## src/rtl/hoop_shot_detector.sv

```systemverilog
// hoop_shot_detector
//
// Front end of the hoop game. Conditions the three break-beam switches and
// recognises a made basket as an ordered top -> mid -> bottom traversal
// inside a time window. Each basket gives one single-cycle score_pulse. An
// abandoned traversal (out of order or too slow) gives one shot_fault pulse.
// After a score, all events are ignored for a lockout period so one ball can
// never score twice.
//
// Ports
//   clock        system clock, rising edge
//   reset        synchronous, active-low
//   sw_top/mid/bot  raw asynchronous beam levels, high = beam broken
//   game_active  high while the countdown runs; low suppresses scoring
//   score_pulse  one-cycle pulse per made basket (registered)
//   shot_fault   one-cycle pulse after an abandoned traversal (registered)
//   busy         high whenever the FSM is not IDLE (registered)
//   state        FSM state for debug: IDLE=0 TOP=1 MID=2 SCORE=3 LOCKOUT=4
module hoop_shot_detector #(
    parameter int DEBOUNCE_CYCLES = 500000,
    parameter int SEQ_TIMEOUT     = 25000000,
    parameter int LOCKOUT_CYCLES  = 5000000
) (
    input  logic       clock,
    input  logic       reset,
    input  logic       sw_top,
    input  logic       sw_mid,
    input  logic       sw_bot,
    input  logic       game_active,
    output logic       score_pulse,
    output logic       shot_fault,
    output logic       busy,
    output logic [2:0] state
);

    typedef enum logic [2:0] {
        IDLE    = 3'd0,
        TOP     = 3'd1,
        MID     = 3'd2,
        SCORE   = 3'd3,
        LOCKOUT = 3'd4
    } state_t;

    localparam int                 CNT_W   = $clog2(DEBOUNCE_CYCLES + 1);
    localparam logic [CNT_W-1:0]   DB_LAST = CNT_W'(DEBOUNCE_CYCLES - 1);
    localparam logic [31:0]        TO_LAST = 32'(SEQ_TIMEOUT - 1);
    localparam logic [31:0]        LO_LAST = 32'(LOCKOUT_CYCLES - 1);

    // Shared timer saturates rather than wrapping so a stuck state can never
    // alias back onto a timeout compare value.
    function automatic logic [31:0] sat_inc(input logic [31:0] v);
        return (v == '1) ? v : v + 32'd1;
    endfunction

    // Bit order for all per-switch vectors: [0]=top, [1]=mid, [2]=bot.
    logic [2:0]       raw;
    logic [2:0]       sync_p0;
    logic [2:0]       sync_p1;
    logic [2:0]       filt;
    logic [2:0]       filt_d;
    logic [CNT_W-1:0] db_cnt [3];
    logic [2:0]       ev;
    logic             ev_top;
    logic             ev_mid;
    logic             ev_bot;

    logic [31:0]      timer;
    logic             timer_clr;
    logic             fault;
    state_t           cur;
    state_t           nxt;

    assign raw = {sw_bot, sw_mid, sw_top};

    // ---- stage p0/p1: two-flop synchroniser, debounce filter, edge history
    always_ff @(posedge clock) begin
        if (!reset) begin
            sync_p0 <= '0;
            sync_p1 <= '0;
            filt    <= '0;
            filt_d  <= '0;
            for (int i = 0; i < 3; i++) begin
                db_cnt[i] <= '0;
            end
        end else begin
            sync_p0 <= raw;
            sync_p1 <= sync_p0;
            filt_d  <= filt;
            for (int i = 0; i < 3; i++) begin
                // A one-bit level that changes while it differs from the
                // filtered level lands back on it, so the equality clear also
                // covers the "synchronised level changed" restart.
                if (sync_p1[i] == filt[i]) begin
                    db_cnt[i] <= '0;
                end else if (db_cnt[i] == DB_LAST) begin
                    filt[i]   <= sync_p1[i];
                    db_cnt[i] <= '0;
                end else begin
                    db_cnt[i] <= db_cnt[i] + CNT_W'(1);
                end
            end
        end
    end

    // Rising edges only; both operands are flops, so events are glitch-free.
    assign ev     = filt & ~filt_d;
    assign ev_top = ev[0];
    assign ev_mid = ev[1];
    assign ev_bot = ev[2];

    // ---- stage p2: traversal FSM
    always_comb begin
        nxt       = cur;
        fault     = 1'b0;
        timer_clr = 1'b0;
        if (!game_active) begin
            // Abort silently: no fault and no score while the game is off.
            nxt = IDLE;
        end else begin
            case (cur)
                IDLE: begin
                    if (ev_top) nxt = TOP;
                end
                TOP: begin
                    if (ev_mid) begin
                        nxt = MID;
                    end else if (ev_bot) begin
                        nxt   = IDLE;
                        fault = 1'b1;
                    end else if (ev_top) begin
                        // Re-entry into TOP restarts the window.
                        timer_clr = 1'b1;
                    end else if (timer == TO_LAST) begin
                        nxt   = IDLE;
                        fault = 1'b1;
                    end
                end
                MID: begin
                    if (ev_bot) begin
                        nxt = SCORE;
                    end else if (ev_top) begin
                        nxt   = IDLE;
                        fault = 1'b1;
                    end else if (timer == TO_LAST) begin
                        nxt   = IDLE;
                        fault = 1'b1;
                    end
                end
                SCORE: begin
                    nxt = LOCKOUT;
                end
                LOCKOUT: begin
                    if (timer == LO_LAST) nxt = IDLE;
                end
                default: begin
                    nxt = IDLE;
                end
            endcase
        end
        if (nxt != cur) timer_clr = 1'b1;
    end

    always_ff @(posedge clock) begin
        if (!reset) begin
            timer <= '0;
        end else if (timer_clr) begin
            timer <= '0;
        end else begin
            timer <= sat_inc(timer);
        end
    end

    // Outputs are registered from the next-state decode. SCORE is only ever
    // entered with game_active high, so the pulse is already qualified.
    always_ff @(posedge clock) begin
        if (!reset) begin
            cur         <= IDLE;
            score_pulse <= 1'b0;
            shot_fault  <= 1'b0;
            busy        <= 1'b0;
        end else begin
            cur         <= nxt;
            score_pulse <= (nxt == SCORE);
            shot_fault  <= fault;
            busy        <= (nxt != IDLE);
        end
    end

    assign state = cur;

endmodule

```

## config.mk

```make
export PLATFORM = sky130hd
export DESIGN_NAME = hoop_shot_detector
export DESIGN_NICKNAME = d
export VERILOG_FILES = /design/src/rtl/hoop_shot_detector.sv
export SDC_FILE = /design/constraint.sdc
export NUM_CORES = 1
export LEC_CHECK = 0
export ABC_AREA = 1
export CAP_MARGIN = 20
export CORE_UTILIZATION = 41
export CTS_CLUSTER_SIZE = 8
export DETAILED_ROUTE_END_ITERATION = 8
export PLACE_DENSITY_LB_ADDON = 0.3
export SYNTH_ARGS = -nofsm -noshare
export SYNTH_HDL_FRONTEND = slang
export SYNTH_SLANG_ARGS = --single-unit
```

## constraint.sdc

```tcl
create_clock -name clock -period 3.9 [get_ports clock]
set_clock_uncertainty 0.1 [all_clocks]
set_input_delay 0.39 -clock clock [delete_from_list [all_inputs] [get_ports clock]]
set_output_delay 0.39 -clock clock [all_outputs]
set_load 0.005 [all_outputs]
```

# Yosys cells after proc, flatten, opt, wreduce, memory -nomap -nowiden
# Memory sizes are Yosys's and may differ from the RTL's.
# Cells that the tools add are included.
[totals] reg_bits=50 latch_bits=0 mem_bits_rw=57 mem_bits_ro=0 out_inout_bits=6 elab_cells=119 n_memories=1
[memory_table] memory="db_cnt" depth=3 word_bits=19 read_ports=3 rd_ports_with_merged_regs=0 write_ports=3 line_no="61" source="logic [CNT_W-1:0] db_cnt [3];"
[op_classes] addsub=4 n_mul=0 div_mod_pow=0 order_cmp=0 n_eq_ne=15 shift=0 muxes=66 n_bitwise=15 reduce_logical=7
[ops] cell="$mux W19" n=9
[ops] cell="$add A19 B1 Y19 const B" n=3
[ops] cell="$eq A19 B19 Y1 const B" n=3
[ops] cell="$mux W1" n=46
[ops] cell="$add A32 B1 Y32 const B" n=1
[ops] cell="$eq A32 B23 Y1 const B" n=1
[ops] cell="$eq A32 B25 Y1 const B" n=1
[ops] cell="$eq A32 B32 Y1 const B" n=1
[ops] cell="$mux W3" n=9
[ops] cell="$pmux W3 S5" n=1
[ops] cell="$eq A3 B2 Y1 const B" n=3
[ops] cell="$or A1 B1 Y1" n=9
[ops] cell="$reduce_and A2 Y1" n=4
[ops] cell="$not A1 Y1" n=4
[ops] cell="$and A3 B3 Y3" n=1
[ops] cell="$eq A1 B1 Y1" n=3
[ops] cell="$eq A3 B1 Y1 const B" n=1
[ops] cell="$eq A3 B3 Y1 const B" n=1
[ops] cell="$logic_not A3 Y1" n=1
[ops] cell="$ne A3 B3 Y1" n=1
[ops] cell="$not A3 Y3" n=1
[ops] cell="$reduce_bool A3 Y1" n=1
[ops] cell="$pmux W1 S2" n=1
[ops] cell="$reduce_or A2 Y1" n=1

# Longest topological paths before layout
# Gate-level depths: netlist of the first run.
[depth] depth_word=10 ltp_mapped=15 depth_no_buf=14

# Least setup slack after synthesis of the first run
# No wires, ideal clock.
[synth_timing] path_type="register to register" from="mem db_cnt[2][0] (netlist bit)" to="mem db_cnt[2][18] (netlist bit), data pin" setup_ps=270 arrival_time_ps=1584 required_ps=3530 slack_ps=1946 stages_incl_launch_ff=11 n_path_buf=0 synth_period_minus_slack_ps=1954 cell_sequence="edfxtp_1 > ha_1 > nand2_1 > nor2_2 > nand4_2 > nor3_4 > nand3_2 > nor2_1 > nand3_1 > nand2_1 > a21oi_1"
[synth_lines] element="start: declaration" line_no="61"

# Worst setup path in the final report of the first run
[layout_timing] from="reg timer[0]" to="reg timer[11]"
[layout_between] elab_chain_cells=10
[layout_rtl] element="start: declaration" line_no="67" source="logic [31:0] timer;"
[layout_rtl] element="start signal: assignment" line_no="169" source="timer <= sat_inc(timer);"
[layout_rtl] element="$eq A32 B25 Y1" line_no="133, 144"
[layout_rtl] element="$mux W3" line_no="133, 144"
[layout_rtl] element="$mux W3" line_no="130" source="end else if (ev_top) begin"
[layout_rtl] element="$mux W3" line_no="127" source="end else if (ev_bot) begin"
[layout_rtl] element="$mux W3" line_no="125" source="if (ev_mid) begin"
[layout_rtl] element="$pmux W3 S5" line_no="120" source="case (cur)"
[layout_rtl] element="$mux W3" line_no="116" source="if (!game_active) begin"
[layout_rtl] element="$ne A3 B3 Y1" line_no="160" source="if (nxt != cur) timer_clr = 1'b1;"
[layout_rtl] element="$mux W1" line_no="160"
[layout_rtl] element="$reduce_or A2 Y1 (no line)"
# Several ways; a longest one is shown, not always the timed one.
# A chain may end at the register's enable or synchronous reset.

==> impl_metrics.py, run 1 <==
metrics = {
    "setup_path": {
        "endpoint_kind": "flop",
        "slowest_delay_ns": 0.41,
        "r2r-start": "timer[0]",
        "cpMostUsedCell": "nand2_1",
        "path_max_fanout": 32,
        "startpoint": "timer[0]",
        "reg2reg_to": "timer[11]",
        "critPathSlowestCell": "dfxtp_1",
        "reg2reg_depth": 14,
        "criticalPathCategory": "reg2reg",
        "endpoint": "timer[11]",
        "ff2ff_setup_slack_ns": 1.50,
        "cp.arrival_ns": 2.53,
        "cp-start-kind": "flop",
        "path_cells": "ha_1, nand2_2, nor2_4, nand3_1, nor2_2, nand3_1, nand3_1, nand2_1, nand2_1, nand2_1, nand2_1, inv_1, nand2_4, nor2_1",
        "required_ns": 4.02,
    },
    "route": {
        "routed-via-count": 4853,
        "drtIter0Drc": 320,
        "wl_per_cell_um": 11.1,
        "via_per_inst": 4.72,
        "drc_errors": 0,
        "ant_nets": 0,
        "drt_first_pass_iters": 6,
        "drt-total-wl_um": 11400,
    },
    "layout": {
        "fin_nets": 854,
        "drive_gt1_frac": 0.0942,
        "syn2layout_area_growth_pct": 13.6,
        "n_fill_cell": 1402,
        "diodes": 0,
    },
    "clock_network": {
        "ctsHoldBuffers": 0,
        "clk_pin_slew_ns": 0.07,
        "ctsLongestPathBuffers": 2,
        "cts_tree": "built",
        "cts_resized": 0,
        "cts_buffers": 9,
        "ctsHtreeMaxLevel": 3,
        "clock-root-buffer": "clkbuf_16",
        "clkSinkCount": 107,
        "cts_setup_buffers": 0,
        "clock_latency_ns": 0.35,
    },
    "floorplan": {
        "num_io_pins": 12,
        "fp.dieW_um": 123,
        "core_mm2": 0.0141,
        "rows": 43,
        "start_util": 0.426,
        "die_area_mm2": 0.0151,
        "die_y_um": 123,
    },
    "timing": {
        "tns_ns": 0,
        "fin_ws_ns": 1.50,
        "worst_pin_slew_ns": 0.636,
        "finalCritPeriodShare": 0.616,
        "rsz0062_at_grt": "false",
        "timing.fmax_mhz": 416,
        "hold_viol_final": 0,
        "maxSlewHeadroom": 0.575,
        "period_needed_ns": 2.40,
        "setup-violations-final": 0,
        "slew_violations": 0,
    },
    "logic_synthesis": {
        "synth_common_cells": "nand2_1, nor2_1, inv_1",
        "syn_inst": 776,
        "ys_seq_area_frac": 0.451,
        "yosysTopAreaCell": "edfxtp_1",
        "yosysWarnings": 0,
        "ys_ff_latch": 107,
        "synth_edf_count": 57,
        "synthMostInstantiatedCell": "nand2_1",
        "synth_top_area_share": 0.285,
        "synth.area.top_cells": "edfxtp_1, dfxtp_1, nand2_1",
        "synth_area_per_cell_um2": 7.74,
        "syn_area_mm2": 0.00601,
        "synth-main-ff-cell": "edfxtp_1",
        "synth_cell_types": 39,
        "async_flop_share": 0,
    },
    "global_route": {
        "antenna_found_initial": 0,
        "grt_max_degree": 33,
        "grt_overflow_total": 0,
        "track_usage": 0.169,
        "grt_pass1_vias": 4333,
        "grt_pass1_wl_um": 20000,
    },
    "placed_design": {
        "post-dp-hpwl_um": 8390,
        "gp_congestion": 0.923,
        "io_buffers": 11,
        "dp_slack_ns": 1.19,
    },
    "run": {
        "maxCapViolCount": 0,
    },
    "hold_path": {
        "hold_class": "reg2reg",
    },
    "pwr": {
        "peakVddDrop_uv": 216,
        "p_total_mw": 2.34,
        "p_leak_nw": 2.69,
        "cellPowerDensity_mw_per_mm2": 343,
    },
    "outcome": {
        "status": "finished clean",
    },
}
routing by layer:
metal  vias to the layer above  share of wire  wire (um)  GRT usage
li1                       2595              -          -          -
met1                      2153           0.52       5920      0.243
met2                        83           0.42       4830      0.248
met3                        22          0.033        377     0.0249
met4                         0          0.024        277     0.0806
met5                         -              0          0          0
report_power, final:
part / internal, mW / switching (mW) / total, mW / leakage, nW
Clock: 0.603 / 0.408 / 1.01 / 0.162
Sequential: 1.22 / 0.0305 / 1.25 / 0.992
Combinational: 0.0280 / 0.0573 / 0.0853 / 1.53
Total: 1.85 / 0.496 / 2.34 / 2.69
cell families after synthesis:
logic type                 count (synthesis)  share of synthesized area
DFF                                      107                      0.451
adders and majority gates                  4                    0.00833
other                                      1                   0.000624
buffers and inverters                    121                     0.0802
xor gates and xnor gates                  43                     0.0627
and+or+nand+nor                          444                      0.347
AOI/OAI and AO/OA                         56                     0.0498
cells in the final DEF, fill, tap and decap left out, types with 10 or more instances in the layout:
| cell type | count |
|---|---|
| clkbuf_16 | 10 |
| nand2_1 | 145 |
| nor2_2 | 39 |
| dfxtp_1 | 50 |
| clkdlybuf4s50_1 | 11 |
| nor3_1 | 36 |
| nand4_1 | 18 |
| a21oi_1 | 30 |
| edfxtp_1 | 57 |
| nand3_1 | 44 |
| nor2_1 | 120 |
| conb_1 | 57 |
| xor2_1 | 37 |
| o21ai_0 | 16 |
| inv_1 | 106 |
registers in the layout, summed over array words and instances (netlist names):
register,flops
filt,3
sync_p1,3
db_cnt,57
state,3
sync_p0,3
shot_fault,1
timer,32
score_pulse,1
busy,1
filt_d,3
metrics by stage:
step                      hold slack (ns)  instances  utilization  cell area (um2)
final                               0.313       1029        0.484             6830
after global routing                0.354       1029        0.484             6830
after CTS                           0.316       1029        0.484             6830
after global placement              0.294       1013        0.461             6490
after detailed placement            0.299       1013        0.461             6490
after floorplan                     0.290        832            -             6220
critical path: cells and delay by family (launching register included):
kind | cells | cell delay [ns]
adders and majority gates | 1 | 0.27
buffers and inverters | 1 | 0.06
DFF | 1 | 0.41
and+or+nand+nor | 12 | 1.43
worst min path at each step:
stage,from,to,slack (ns),cells past startpoint
floorplan,sync_p0[0],sync_p1[0],0.29,2
global placement,sync_p0[0],sync_p1[0],0.29,2
detailed placement,sync_p0[0],sync_p1[0],0.30,2
CTS,sync_p0[0],sync_p1[0],0.32,2
global route,sync_p0[0],sync_p1[0],0.35,2
finish,sync_p0[0],sync_p1[0],0.31,2
final cells by class:
| type | instances | area, um2 | share of cell area |
|---|---|---|---|
| inverter | 110 | 413 | 0.0605 |
| sequential | 107 | 2710 | 0.397 |
| multi-input combinational | 604 | 3030 | 0.443 |
| clock buffer | 12 | 258 | 0.0378 |
| tap | 180 | 225 | 0.0330 |
| timing repair buffer | 12 | 118 | 0.0172 |
| clock inverter | 4 | 73.8 | 0.0108 |
(Power assumes the default switching activity.)
==> run 2: changes to the inputs <==
==> constraint.sdc (replaced) <==
create_clock -name clock -period 2.5 [get_ports clock]
set_clock_uncertainty 0.1 [all_clocks]
set_input_delay 0.25 -clock clock [delete_from_list [all_inputs] [get_ports clock]]
set_output_delay 0.25 -clock clock [all_outputs]
set_load 0.005 [all_outputs]
==> impl_metrics.py, run 2 (synthesis results as in run 1) <==
metrics = {
    "outcome": {
        "status": "finished clean",
    },
    "pwr": {
        "p_total_mw": 3.53,
        "cellPowerDensity_mw_per_mm2": 514,
        "p_leak_nw": 2.71,
        "peakVddDrop_uv": 373,
    },
    "setup_path": {
        "path_max_fanout": 6,
        "endpoint": "db_cnt[2][18]",
        "reg2reg_to": "db_cnt[2][18]",
        "cp.arrival_ns": 2.24,
        "cpMostUsedCell": "nand2_1",
        "r2r-start": "db_cnt[2][0]",
        "criticalPathCategory": "reg2reg",
        "startpoint": "db_cnt[2][0]",
        "crit_cells": 10,
        "path_cells": "ha_1, nand2_1, nor2_2, nand4_2, nor3_4, nand3_2, nor2_1, nand3_1, nand2_1, a21oi_1",
        "crit_family": "simple AND/OR/NAND/NOR gates",
        "reg2reg_depth": 10,
        "endpoint_kind": "flop",
        "cp-start-kind": "flop",
        "ff2ff_setup_slack_ns": 0.27,
        "slowest_delay_ns": 0.46,
        "critPathBufInv": 0,
        "required_ns": 2.51,
        "critPathSlowestCell": "edfxtp_1",
    },
    "global_route": {
        "grt_max_degree": 33,
        "grt_pass1_vias": 4378,
        "grt_pass1_wl_um": 19900,
        "antenna_found_initial": 0,
        "track_usage": 0.168,
        "grt_overflow_total": 0,
    },
    "floorplan": {
        "num_io_pins": 12,
        "fp.dieW_um": 123,
        "die_y_um": 123,
        "start_util": 0.426,
        "die_area_mm2": 0.0151,
        "rows": 43,
        "core_mm2": 0.0141,
    },
    "route": {
        "ant_nets": 0,
        "drc_errors": 0,
        "routed-via-count": 4873,
        "via_per_inst": 4.70,
        "wl_per_cell_um": 11.3,
        "drt-total-wl_um": 11700,
        "drtIter0Drc": 269,
        "drt_first_pass_iters": 5,
    },
    "layout": {
        "multiInputGateArea_mm2": 0.00303,
        "largest_register_ffs": 57,
        "final_common_cell": "nand2_1",
        "reg_top3": "db_cnt: 57 flops, timer: 32 flops",
        "top_register": "db_cnt",
        "fin_nets": 861,
        "final_cells": 1036,
        "syn2layout_area_growth_pct": 14.2,
        "diodes": 0,
        "seq_area_mm2": 0.00271,
        "fin_area_mm2": 0.00686,
        "n_fill_cell": 1426,
        "drive_gt1_frac": 0.104,
        "final_cell_mix": "nand2_1, nor2_1, inv_1",
    },
    "clock_network": {
        "clk_pin_slew_ns": 0.08,
        "cts_tree": "built",
        "ctsLongestPathBuffers": 2,
        "cts_resized": 0,
        "clkSinkCount": 107,
        "ctsHoldBuffers": 0,
        "clock-root-buffer": "clkbuf_16",
        "clock_latency_ns": 0.35,
        "cts_buffers": 9,
        "ctsHtreeMaxLevel": 3,
        "cts_setup_buffers": 0,
    },
    "timing": {
        "period_needed_ns": 2.23,
        "setup-violations-final": 0,
        "rsz0062_at_grt": "false",
        "slew_violations": 0,
        "fin_ws_ns": 0.273,
        "worst_pin_slew_ns": 0.555,
        "finalCritPeriodShare": 0.891,
        "hold_viol_final": 0,
        "tns_ns": 0,
        "timing.fmax_mhz": 449,
        "maxSlewHeadroom": 0.627,
    },
    "run": {
        "maxCapViolCount": 0,
    },
    "placed_design": {
        "io_buffers": 11,
        "gp_congestion": 0.890,
        "post_dp_cell_area_mm2": 0.00656,
        "post-dp-hpwl_um": 8720,
        "place_inst": 1020,
        "dp_slack_ns": 0.292,
    },
    "hold_path": {
        "hold_class": "reg2reg",
    },
}
-- run 2: cell count changes in the layout (fill, tap and decap cells not counted), sizes merged --
cell / before / now
buf: 1 / 8
bufinv: 2 / 0
clkbuf: 12 / 10
clkinv: 3 / 2
inv: 109 / 114
-- run 2: tightest hold or removal path, stage by stage (launching register included) --
cell     delay [ns]
dfxtp_1        0.31
nand2_1        0.04
inv_1          0.04
-- run 2: stage by stage --
| step | hold slack [ns] | utilization |
|---|---|---|
| 2_1_floorplan | 0.248 | - |
| 3_3_place_gp | 0.294 | 0.465 |
| 3_5_place_dp | 0.295 | 0.465 |
| 4_1_cts | 0.309 | 0.487 |
| 5_1_grt | 0.322 | 0.487 |
| 6_report | 0.313 | 0.487 |
-- run 2: worst min path at each step --
stage                             to  cells past startpoint  startpoint
final                     sync_p1[1]                      2  sync_p0[1]
after global placement    sync_p1[2]                      2  sync_p0[2]
after detailed placement  sync_p1[1]                      2  sync_p0[1]
after floorplan           sync_p0[0]                      2      sw_top
after CTS                 sync_p0[0]                      3      sw_top
after global routing      sync_p0[1]                      3      sw_mid
-- run 2: cell type report --
type | instances | share of cell area
repair buffers | 19 | 0.0266
multi-input cells | 604 | 0.441
clock inverters | 6 | 0.00766
inverters | 110 | 0.0602
well taps | 180 | 0.0328
clock buffers | 10 | 0.0365
flip-flops and latches | 107 | 0.395
-- run 2: report_power, final --
part | switching [mW] | internal [mW]
sequential | 0.0481 | 1.90
clock | 0.683 | 0.757
combinational | 0.0932 | 0.0494
-- run 2: layer usage --
layer  track usage  routed length [um]  up-vias
met5             0                   0        -
met4        0.0617                 206        0
met3        0.0327                 400       14
met2         0.256                4970       72
met1         0.237                6090     2177
li1              -                   -     2610
